==> src/rtl/fs_accel_quant_requant.sv <==
`default_nettype none
// ============================================================================
//  Module   : fs_accel_quant_requant
//  Function : Requantizes one signed accumulator to a saturated signed
//             activation. The magnitude is multiplied by quant_muler one
//             nibble per cycle, MSB nibble first. A rounding right shift
//             follows, then the sign is restored, the zero point is added
//             and the result is clamped.
//  Options  : FS_ACCEL_QUANT_RELU_EN adds a relu_en_i port. When it is set,
//             the lower clamp bound is raised to the zero point, which gives
//             a fused ReLU.
//  Revision : 1.0 - initial release
// ============================================================================
module fs_accel_quant_requant #(
   parameter int ACC_W = 32,
   parameter int MUL_W = 32,
   parameter int OUT_W = 8
) (
   input  logic             clk_i,
   input  logic             rst_n_i,
   input  logic             in_valid_i,
   output logic             in_ready_o,
   input  logic [ACC_W-1:0] acc_in_i,
   input  logic [MUL_W-1:0] quant_muler_i,
   input  logic [5:0]       quant_shift_i,
   input  logic [OUT_W-1:0] out_zp_i,
`ifdef FS_ACCEL_QUANT_RELU_EN
   input  logic             relu_en_i,
`endif
   output logic             out_valid_o,
   input  logic             out_ready_i,
   output logic [OUT_W-1:0] out_data_o
);

   localparam int NIB   = ACC_W / 4;
   localparam int P_W   = ACC_W + MUL_W;
   localparam int CNT_W = (NIB > 1) ? $clog2(NIB) : 1;
   // Signed working width: +-2^OUT_W plus the zero point, with headroom.
   localparam int V_W   = OUT_W + 3;

   localparam logic [P_W:0]           R_CAP_P = (P_W+1)'(2**OUT_W);
   localparam logic [OUT_W:0]         R_CAP   = (OUT_W+1)'(2**OUT_W);
   localparam logic signed [V_W-1:0]  V_HI    = V_W'((2**(OUT_W-1)) - 1);
   localparam logic signed [V_W-1:0]  V_LO    = V_W'(-(2**(OUT_W-1)));

   typedef enum logic [1:0] {
      IDLE  = 2'd0,
      MUL   = 2'd1,
      ROUND = 2'd2,
      OUT   = 2'd3
   } state_t;

   state_t           state_q;
   logic [CNT_W-1:0] cnt_q;
   logic             sign_q;
   logic [ACC_W-1:0] mag_q;
   logic [MUL_W-1:0] mul_q;
   logic [5:0]       shift_q;
   logic [OUT_W-1:0] zp_q;
   logic [P_W-1:0]   prod_q;
   logic [OUT_W-1:0] out_data_q;
   logic             out_valid_q;
   logic             in_ready_q;
`ifdef FS_ACCEL_QUANT_RELU_EN
   logic             relu_q;
`endif

   // mag_q is shifted left every step, so the active nibble is always on top.
   logic [3:0]     nib_w;
   logic [P_W-1:0] prod_d;
   assign nib_w  = mag_q[ACC_W-1 -: 4];
   assign prod_d = (prod_q << 4)
                 + ({{(P_W-4){1'b0}}, nib_w} * {{ACC_W{1'b0}}, mul_q});

   // Rounding shift on the magnitude, one extra bit so the bias cannot wrap.
   logic [P_W:0]   bias_w;
   logic [P_W:0]   sum_w;
   logic [P_W:0]   shr_w;
   logic [OUT_W:0] r_w;
   assign bias_w = (shift_q == 6'd0) ? '0
                 : ({{P_W{1'b0}}, 1'b1} << (shift_q - 6'd1));
   assign sum_w  = {1'b0, prod_q} + bias_w;
   assign shr_w  = sum_w >> shift_q;
   assign r_w    = (shr_w > R_CAP_P) ? R_CAP : shr_w[OUT_W:0];

   // Sign restore and zero-point add in a width that cannot overflow.
   logic signed [V_W-1:0] rs_w;
   logic signed [V_W-1:0] zp_ext_w;
   logic signed [V_W-1:0] v_w;
   logic signed [V_W-1:0] lo_w;
   assign rs_w     = $signed({2'b00, r_w});
   assign zp_ext_w = $signed({{3{zp_q[OUT_W-1]}}, zp_q});
   assign v_w      = (sign_q ? -rs_w : rs_w) + zp_ext_w;
`ifdef FS_ACCEL_QUANT_RELU_EN
   // The zero point never lies below the int range, so max(zp, LO) is zp.
   assign lo_w     = relu_q ? zp_ext_w : V_LO;
`else
   assign lo_w     = V_LO;
`endif

   // Clamp the signed value into the output range.
   logic [OUT_W-1:0] sat_w;
   always_comb begin
      sat_w = v_w[OUT_W-1:0];
      if (v_w > V_HI) begin
         sat_w = V_HI[OUT_W-1:0];
      end else if (v_w < lo_w) begin
         sat_w = lo_w[OUT_W-1:0];
      end
   end

   // Control FSM: accept operands, run NIB multiply steps, round, then hand off.
   always_ff @(posedge clk_i or negedge rst_n_i) begin
      if (!rst_n_i) begin
         state_q     <= IDLE;
         cnt_q       <= '0;
         sign_q      <= 1'b0;
         mag_q       <= '0;
         mul_q       <= '0;
         shift_q     <= '0;
         zp_q        <= '0;
         prod_q      <= '0;
         out_data_q  <= '0;
         out_valid_q <= 1'b0;
         in_ready_q  <= 1'b1;
`ifdef FS_ACCEL_QUANT_RELU_EN
         relu_q      <= 1'b0;
`endif
      end else begin
         case (state_q)
            IDLE: begin
               if (in_valid_i && in_ready_q) begin
                  sign_q     <= acc_in_i[ACC_W-1];
                  // Negating the most negative value yields 2^(ACC_W-1) unsigned.
                  mag_q      <= acc_in_i[ACC_W-1] ? -acc_in_i : acc_in_i;
                  mul_q      <= quant_muler_i;
                  shift_q    <= quant_shift_i;
                  zp_q       <= out_zp_i;
`ifdef FS_ACCEL_QUANT_RELU_EN
                  relu_q     <= relu_en_i;
`endif
                  prod_q     <= '0;
                  cnt_q      <= CNT_W'(NIB - 1);
                  in_ready_q <= 1'b0;
                  state_q    <= MUL;
               end
            end
            MUL: begin
               prod_q <= prod_d;
               mag_q  <= mag_q << 4;
               cnt_q  <= cnt_q - CNT_W'(1);
               if (cnt_q == '0) begin
                  state_q <= ROUND;
               end
            end
            ROUND: begin
               out_data_q  <= sat_w;
               out_valid_q <= 1'b1;
               state_q     <= OUT;
            end
            OUT: begin
               if (out_ready_i) begin
                  out_valid_q <= 1'b0;
                  in_ready_q  <= 1'b1;
                  state_q     <= IDLE;
               end
            end
            default: begin
               state_q    <= IDLE;
               in_ready_q <= 1'b1;
            end
         endcase
      end
   end

   assign in_ready_o  = in_ready_q;
   assign out_valid_o = out_valid_q;
   assign out_data_o  = out_data_q;

endmodule
`default_nettype wire

==> config.mk <==
export PLATFORM = sky130hd
export DESIGN_NAME = fs_accel_quant_requant
export DESIGN_NICKNAME = d
export VERILOG_FILES = /design/src/rtl/fs_accel_quant_requant.sv
export SDC_FILE = /design/constraint.sdc
export NUM_CORES = 1
export LEC_CHECK = 0
export ABC_AREA = 0
export CAP_MARGIN = 20
export CORE_MARGIN = 3
export CORE_UTILIZATION = 40
export DETAILED_ROUTE_END_ITERATION = 6
export DONT_BUFFER_PORTS = 1
export GPL_ROUTABILITY_DRIVEN = 1
export HOLD_SLACK_MARGIN = 0.02
export PLACE_DENSITY_LB_ADDON = 0.25
export SKIP_CTS_REPAIR_TIMING = 1
export SLEW_MARGIN = 20
export SYNTH_ARGS = -nofsm -noshare
export SYNTH_HDL_FRONTEND = slang
export SYNTH_SLANG_ARGS = --single-unit
==> constraint.sdc <==
create_clock -name clk_i -period 15.35 [get_ports clk_i]
set_clock_uncertainty 0.15 [all_clocks]
set_input_delay 3.07 -clock clk_i [delete_from_list [all_inputs] [get_ports clk_i]]
set_output_delay 3.07 -clock clk_i [all_outputs]
set_load 0.02 [all_outputs]
Word level (Yosys, flattened, before mapping)
Cells that the tools add are included. W data, S select, Z words.

Register bits after elaboration: 158. Bits of input ports: 82. Output and inout bits: 10. Logic and storage cells: 63.

Add/subtract/negate cells: 7. Multipliers: 1. Order comparisons: 3. Equality and inequality tests: 6. Shift operators: 2. Mux-type cells: 21. Reductions and logical operators: 12.

Operators with widths (number): $pmux W64 S2 (1); $add A64 B65 Y65 (1); $gt A65 B9 Y1 const B (1); $mux W65 (1); $shl A1 B6 Y65 const A (1); $shr A65 B6 Y65 (1); $add A64 B36 Y64 (1); $mux W32 (2); $mux W64 (1); $pmux W32 S2 (1); $mul A4 B32 Y36 (1); $neg A32 Y32 (1); $mux W8 (2); $add A11 B8 Y11 (1); $gt A11 B8 Y1 const B (1); $lt A11 B8 Y1 const B (1); $mux W11 (1); $neg A9 Y11 (1); $mux W9 (1); $pmux W2 S4 (1); $logic_not A6 Y1 (1); $mux W2 (3); $ne A2 B2 Y1 const B (3); $pmux W3 S2 (1); 13 further kinds (22).

Longest topological paths before layout
Gate-level depths: netlist of run 1.

Depth in word-level cells: 13. Mapped depth: 49. Depth with buffers taken out: 44.

Worst setup path after synthesis of run 1
Ideal clock, no wire load.

Kind: register to register. Start point: register shift_q[3]. End point: register out_data_q[1] (netlist: out_data_o[1]). Setup time: 0.147 ns. Data arrival time: 10.353 ns. Data required time: 15.053 ns. Setup slack: 4.700 ns. Cell stages (with the launch flop): 46. Path buffers: 7. Period minus slack after synthesis: 10.650 ns. Path through: dfrtp_1 > clkbuf_1 > clkbuf_1 > buf_1 > clkbuf_1 > clkbuf_1 > clkbuf_1 > nand3_1 > nor2_1 > ha_1 > buf_2 > nand2_1 > or4_4 > a21boi_1 > a2111oi_4 > a21oi_4 > o21ai_1 > mux2_2 > [10 not listed] > nand2_1 > o21ai_1 > fa_1 > a21o_1 > a21o_1 > a21o_1 > a21oi_1 > nor2b_1 > o21a_1 > o21ai_0 > nand2b_1 > a21oi_1 > xor2_1 > inv_1 > and3_1 > and2_1 > nor3b_1 > a311oi_1.

Word-level cells in the longest chain between the ends: 13. Elaborated cells between the ends (all ways): 15. Classes of those cells: 4 x add/sub; 3 x order compare; 2 x shift; 5 x mux; 1 x reduce/logical.

RTL lines: from (decl) (line 58) `logic [5:0] shift_q;`; from (signal assigned) (line 137) `shift_q <= quant_shift_i;`; $sub A6 B1 Y6 (line 81) `: ({{P_W{1'b0}}, 1'b1} << (shift_q - 6'd1));`; $shl A1 B6 Y65 (line 81); $mux W65 (line 80) `assign bias_w = (shift_q == 6'd0) ? '0`; $add A64 B65 Y65 (line 82) `assign sum_w = {1'b0, prod_q} + bias_w;`; $shr A65 B6 Y65 (*) (line 83) `assign shr_w = sum_w >> shift_q;`; $gt A65 B9 Y1 (line 84) `assign r_w = (shr_w > R_CAP_P) ? R_CAP : shr_w[OUT_W:0];`; $mux W9 (*) (line 84); $neg A9 Y11 (line 93) `assign v_w = (sign_q ? -rs_w : rs_w) + zp_ext_w;`; $mux W11 (*) (line 93); $add A11 B8 Y11 (*) (line 93); $lt A11 B8 Y1 (line 107) `end else if (v_w < lo_w) begin`; $mux W8 (line 107); $mux W8 (*) (line 105) `if (v_w > V_HI) begin`; to (signal assigned) (line 157) `out_data_q <= sat_w;`; to (decl) (line 61) `logic [OUT_W-1:0] out_data_q;`.

Every way passes the cells marked *; elsewhere a longest branch is shown, timed or not. A chain may end at the register's enable or synchronous reset.

Worst setup path after layout of run 1
Start point: register shift_q[0]. End point: register out_data_q[0] (netlist: out_data_o[0]).

The elaborated chain is that of the path after synthesis.

==> flow_summary_export.csv, run 1 <==
group,metric,value,unit
run_status,status,"finished, violations left",
run_status,violations,"design-rule violations",
setup_path,r2r_cells,44,
cts,numCtsBuffers,17,
hold_path,holdCritPathClass,"reg -> reg",
placement,gp_congestion,1.04,
synthesis,synth.avg_cell_area,7.54,um2
setup_path,cpPeakStageDelay,0.67,ns
synthesis,ys_top_cells_by_area,"dfrtp_1, fa_1, ha_1",
synthesis,synth.most_common_cell,"nand2_1",
drt,ant_nets,0,
floorplanning,die_w,259,um
setup_path,cp-start-kind,"flop",
placement,placed_cells_incl_taps,4089,
synthesis,yosysTopAreaCellShare,15.3,%
synthesis,ys_ff_latch,158,
global_route,grt_pass1_wl,158000,um
hold_path,hold_depth,2,
timing,tightest_slew,1.07,ns
pwr,leakagePower,11.1,nW
setup_path,reg2reg_to,"out_data_o[0]$_DFFE_PN0P_",
placement,port_buffers,0,
synthesis,netlist_area,25600,um2
synthesis,synth_common_cells,"nand2_1, nor2_1, o21ai_0",
setup_path,reg2reg_slack,2.56,ns
timing,hold_violations,0,
timing,period_share,83.3,%
floorplanning,die-area,67100,um2
drt,post_drt_wl_per_cell,25.2,um
synthesis,synth_edf_count,0,
drt,dr.pass1.iters,7,
drt,wl_met1,44400,um
cells_and_area,n_antenna_cell,0,
drt,wirelength,104000,um
setup_path,path_class,"reg -> reg",
pwr,peakVddDrop,0.119,mV
global_route,grt_pass1_vias,25508,
cts,clockRootBuffer,"clkbuf_16",
floorplanning,coreArea,63200,um2
cts,cts_htree_levels,4,
cts,clkSinkCount,158,
hold_path,holdPathEnd,"mag_q[3]$_DFFE_PN0P_",
floorplanning,top_level_ports,92,
hold_path,hp-start,"mag_q[3]$_DFFE_PN0P_",
cts,cts.clk_slew.worst_paths,0.08,ns
cts,clock_latency,0.48,ns
synthesis,ys_types,123,
timing,slew_viol_final,0,
cells_and_area,nFillCells,6644,
drt,route.met2.wl,44800,um
cells_and_area,area_delta_synth_final,4.64,%
timing,relSlewSlack,27.6,%
synthesis,async_flop_share,100,%
setup_path,reg2reg_from,"shift_q[0]$_DFFE_PN0P_",
cts,clock_path_buffers,2,
placement,place_hpwl,80700,um
synthesis,synth_cells,3397,
drt,post-route-drc-count,2,
synthesis,ys_seq_area_share,15.4,%
global_route,grtUsageTotal,30.2,%
cts,cts_tree,"yes",
timing,setup_violations,0,
synthesis,yosysTopAreaCell,"dfrtp_1",
timing,hold_ws,0.339,ns
drt,num_vias,27304,
timing,fmax,0.0782,GHz
setup_path,endpoint_kind,"flop",
cells_and_area,final_layout_size_suffix_gt1_share,8.58,%
global_route,grt-ovfl-total,0,
timing,tns,0,ns
timing,rsz0062_at_grt,"false",
floorplanning,start_util,40.6,%
setup_path,slowest_stage,"nor4_1",
drt,via_per_inst,6.63,
drt,topRoutingLayerUsed,"met4",
timing,min_period,12.79,ns
global_route,antenna_found_initial,1,
pwr,power.density,166,nW/um2
synthesis,synth_fp_nets,3699,
global_route,grt_max_degree,159,
setup_path,worstPathMaxFanout,23,
setup_path,cp.arrival,12.98,ns
drt,drtIter0Drc,3359,
synthesis,synth_warnings,0,
cells_and_area,finalNonFillerCells,4121,
drt,route.met3.wl,9550,um
cells_and_area,final_nets,3564,
job,maxCapViolCount,0,
synthesis,synth_ff_type,"dfrtp_1",
floorplanning,die_h,259,um
floorplanning,fp-row-count,92,
setup_path,cp.required,15.54,ns
## through the flow
step           util [%]  total power, mW  setup slack (ns)  instance area [um2]
4_1_cts            42.4             4.35              3.04                26800
2_1_floorplan         -             2.93              4.70                25600
3_3_place_gp       41.5             3.89              3.14                26200
6_report           42.4             4.44              2.56                26800
5_1_grt            42.4             4.71              2.01                26800
3_5_place_dp       41.5             3.89              3.12                26200
## final cells by class
cell class,instances,area (um2),area share [%]
multi-input cells,2900,20300,75.8
well taps,846,1060,3.95
clock buffers,18,429,1.60
inverters,135,507,1.89
repair buffers,50,375,1.40
flip-flops and latches,158,3970,14.8
clock inverters,14,143,0.532
## report_power, final
group          total, mW  internal, mW  switching [mW]
combinational       3.20          1.07            2.14
sequential         0.802         0.559           0.244
clock              0.433         0.217           0.217
total               4.44          1.84            2.60
## sequential cells by signal, indices dropped and copies added, names as in the netlist, 2 cells and up
| register | cells |
|---|---|
| mag_q | 32 |
| prod_q | 64 |
| shift_q | 6 |
| cnt_q | 3 |
| out_data_o | 8 |
| mul_q | 32 |
| state_q | 2 |
| zp_q | 8 |
## per-layer routing
layer	GRT usage (%)	vias to the layer above
met2	45.9	1415
met3	6.10	295
met5	0	-
li1	-	12430
met4	12.9	0
met1	41.5	13164
## layout by cell type, fill, tap and decap left out, types with 17 or more instances in the layout
cell and count:
nand4_1 74, nor2_1 275, or4_1 17, a211oi_1 55, nand2_1 422, a211o_1 20, fa_1 93, nand3_1 107
o2111ai_1 24, o22ai_1 25, nor4_1 30, dfrtp_1 148, mux2_2 69, nor3_1 100, xor2_1 80, xnor2_1 50
clkbuf_16 17, o21a_1 45, o31ai_1 43, a31oi_1 39, inv_1 129, o21ai_0 245, mux2i_1 52, nand2b_1 25
and2_1 64, o211ai_1 50, ha_1 127, a21oi_1 210, a22oi_1 45, o21ai_1 24, and3_1 34, or3_1 40
buf_4 50, a21o_1 52
## kinds of logic (layout without fill, tap and decap cells)
group,count (synthesis),in the layout,share of synthesized area [%]
DFF,158,158,15.4
muxes,137,137,6.41
adders and majority gates,220,220,13.5
xor gates and xnor gates,130,130,4.44
other,1,1,0.0146
and+or+nand+nor,1290,1290,24.5
AOI/OAI and AO/OA,1122,1122,30.4
buffers and inverters,339,217,5.32
## worst max-delay path by stage
stage	cells after the start	slack, ns	start	end
5_1_grt	45	2.01	shift_q[0]$_DFFE_PN0P_	out_data_o[1]$_DFFE_PN0P_
3_3_place_gp	45	3.14	shift_q[0]$_DFFE_PN0P_	out_data_o[0]$_DFFE_PN0P_
3_5_place_dp	44	3.12	shift_q[0]$_DFFE_PN0P_	out_data_o[0]$_DFFE_PN0P_
4_1_cts	44	3.04	shift_q[0]$_DFFE_PN0P_	out_data_o[0]$_DFFE_PN0P_
6_report	44	2.56	shift_q[0]$_DFFE_PN0P_	out_data_o[0]$_DFFE_PN0P_
2_1_floorplan	45	4.70	shift_q[3]$_DFFE_PN0P_	out_data_o[1]$_DFFE_PN0P_
## critical path: cells and delay by family (launching register included)
kind	cells	cell delay, ns
mux	1	0.42
xor+xnor	1	0.52
simple gates	18	4.94
buf+inv	4	1.07
compound gates	17	3.75
fa+ha+maj	3	1.35
flops	1	0.41
(Power assumes the default switching activity.)
==> inputs of run 2 (changes only) <==
==> constraint.sdc (replaced) <==
create_clock -name clk_i -period 12.7 [get_ports clk_i]
set_clock_uncertainty 0.15 [all_clocks]
set_input_delay 2.54 -clock clk_i [delete_from_list [all_inputs] [get_ports clk_i]]
set_output_delay 2.54 -clock clk_i [all_outputs]
set_load 0.02 [all_outputs]
==> run 2 against run 1 <==
Net effect:
- the run still ends with design-rule violations left
- via count rose by 1.1%
- critical endpoint unchanged
- total power rose by 23%
- sequential power rose by 22%
- setup slack got worse by 1.8 ns
==> flow_summary_export.csv, run 2 (synthesized netlist as in run 1, its figures left out) <==
group,metric,value,unit
run_status,status,"finished, violations left",
run_status,violations,"design-rule violations",
pwr,p_switching,3.20,mW
placement,placed_cells_incl_taps,4094,
timing,tns,0,ns
hold_path,holdCritPathClass,"reg -> reg",
cells_and_area,nFillCells,6591,
cts,clkSinkCount,158,
pwr,leakagePower,11.1,nW
cts,clockRootBuffer,"clkbuf_16",
cells_and_area,finalNonFillerCells,4127,
global_route,antenna_found_initial,1,
drt,dr.pass1.iters,7,
pwr,p_seq_share,17.9,%
timing,fmax,0.0839,GHz
pwr,combinationalPowerShare,72.2,%
timing,hold_violations,0,
job,maxCapViolCount,0,
floorplanning,die_w,259,um
timing,min_period,11.92,ns
drt,post-route-drc-count,5,
drt,num_vias,27592,
setup_path,cp.required,12.89,ns
timing,tightest_slew,1.11,ns
timing,rsz0062_at_grt,"false",
placement,gp_congestion,1.07,
pwr,p_clk_share,9.9,%
global_route,grt_pass1_vias,25768,
placement,place_hpwl,82600,um
cells_and_area,layout_common_cells,"nand2_1, nor2_1, o21ai_0, a21oi_1, dfrtp_1",
cts,cts_tree,"yes",
cts,cts.clk_slew.worst_paths,0.09,ns
drt,wirelength,106000,um
timing,relSlewSlack,25.7,%
drt,via_per_inst,6.69,
setup_path,cp.arrival,12.11,ns
cells_and_area,final_layout_size_suffix_gt1_share,8.78,%
cts,cts_htree_levels,4,
cts,numCtsBuffers,17,
pwr,p_int,2.24,mW
pwr,power.density,202,nW/um2
pwr,p_sw_share,58.8,%
cells_and_area,area_delta_synth_final,4.87,%
timing,setup_violations,0,
cells_and_area,reg_top3,"prod_q: 64 flops, mag_q: 32 flops, mul_q: 32 flops",
timing,period_share,93.9,%
cells_and_area,n_antenna_cell,0,
cells_and_area,final_common_cell,"nand2_1",
cells_and_area,area.sequential,3970,um2
setup_path,worstPathMaxFanout,34,
setup_path,slowest_stage,"a2111oi_1",
floorplanning,coreArea,63200,um2
cts,clock_latency,0.50,ns
cells_and_area,final_nets,3570,
floorplanning,start_util,40.6,%
drt,post_drt_wl_per_cell,25.6,um
floorplanning,top_level_ports,92,
cts,clock_path_buffers,2,
global_route,grt-ovfl-total,0,
placement,port_buffers,0,
setup_path,endpoint_kind,"flop",
cells_and_area,largest_register,"prod_q",
floorplanning,fp-row-count,92,
setup_path,worst_path_most_repeated_cell,"a21oi_1",
global_route,grt_max_degree,159,
global_route,grtUsageTotal,30.8,%
setup_path,cp-start-kind,"flop",
drt,ant_nets,0,
floorplanning,die-area,67100,um2
pwr,peakVddDrop,0.128,mV
cells_and_area,largest_reg_flops,64,
setup_path,path_class,"reg -> reg",
drt,drtIter0Drc,3414,
global_route,grt_pass1_wl,160000,um
floorplanning,die_h,259,um
timing,slew_viol_final,0,
setup_path,reg2reg_slack,0.78,ns
cells_and_area,multi_input_area,20300,um2
setup_path,cpPeakStageDelay,0.93,ns
[run 2: final timing paths]
kind                                             start                        end  cells past startpoint
worst max-delay path            shift_q[1]$_DFFE_PN0P_  out_data_o[0]$_DFFE_PN0P_                     39
worst min-delay path              mag_q[0]$_DFFE_PN0P_       mag_q[0]$_DFFE_PN0P_                      2
worst max register to register  shift_q[1]$_DFFE_PN0P_  out_data_o[0]$_DFFE_PN0P_                     39
worst min register to register    mag_q[0]$_DFFE_PN0P_       mag_q[0]$_DFFE_PN0P_                      2
max in group asynchronous                      rst_n_i     shift_q[1]$_DFFE_PN0P_                      0
min in group asynchronous                      rst_n_i     prod_q[56]$_DFFE_PN0P_                      0
[run 2: layout make-up]
type / count / area share [%]
Inverter: 135 / 1.89
Sequential cell: 158 / 14.8
Multi-Input combinational cell: 2900 / 75.7
Tap cell: 846 / 3.94
Timing Repair Buffer: 56 / 1.56
Clock buffer: 17 / 1.58
Clock inverter: 15 / 0.605
[run 2: critical path: cells and delay by family (launching register included)]
kind | cells | cell delay (ns)
buf+inv | 1 | 0.08
xor+xnor | 1 | 0.10
fa+ha+maj | 3 | 1.37
simple gates | 14 | 3.76
flops | 1 | 0.71
mux | 1 | 0.60
compound gates | 19 | 4.90
[run 2: metrics by stage]
step                      area (um2)  util, %  total power, mW  worst slack [ns]  hold WS, ns
after floorplan                25600        -             3.54              2.05        0.299
after global placement         26300     41.6             4.75              1.22        0.316
after detailed placement       26300     41.6             4.73              1.19        0.324
after CTS                      26900     42.5             5.30              1.12        0.343
after global routing           26900     42.5             5.76             0.206        0.382
final                          26900     42.5             5.44             0.780        0.335
[run 2: power by group through the flow]
stage,Clock [mW],Combinational [mW],Sequential (mW)
after detailed placement,0,3.75,0.983
after CTS,0.560,3.77,0.973
after global placement,0,3.77,0.980
after global routing,0.574,4.18,1.01
after floorplan,0,2.72,0.819
final,0.541,3.93,0.975
[run 2: layer usage]
| metal | global-route usage (%) | wire (um) | vias to the layer above |
|---|---|---|---|
| li1 | - | - | 12470 |
| met1 | 42.0 | 44700 | 13162 |
| met2 | 46.3 | 44900 | 1624 |
| met3 | 6.39 | 10200 | 334 |
| met4 | 14.6 | 5860 | 2 |
| met5 | 0 | 14 | - |
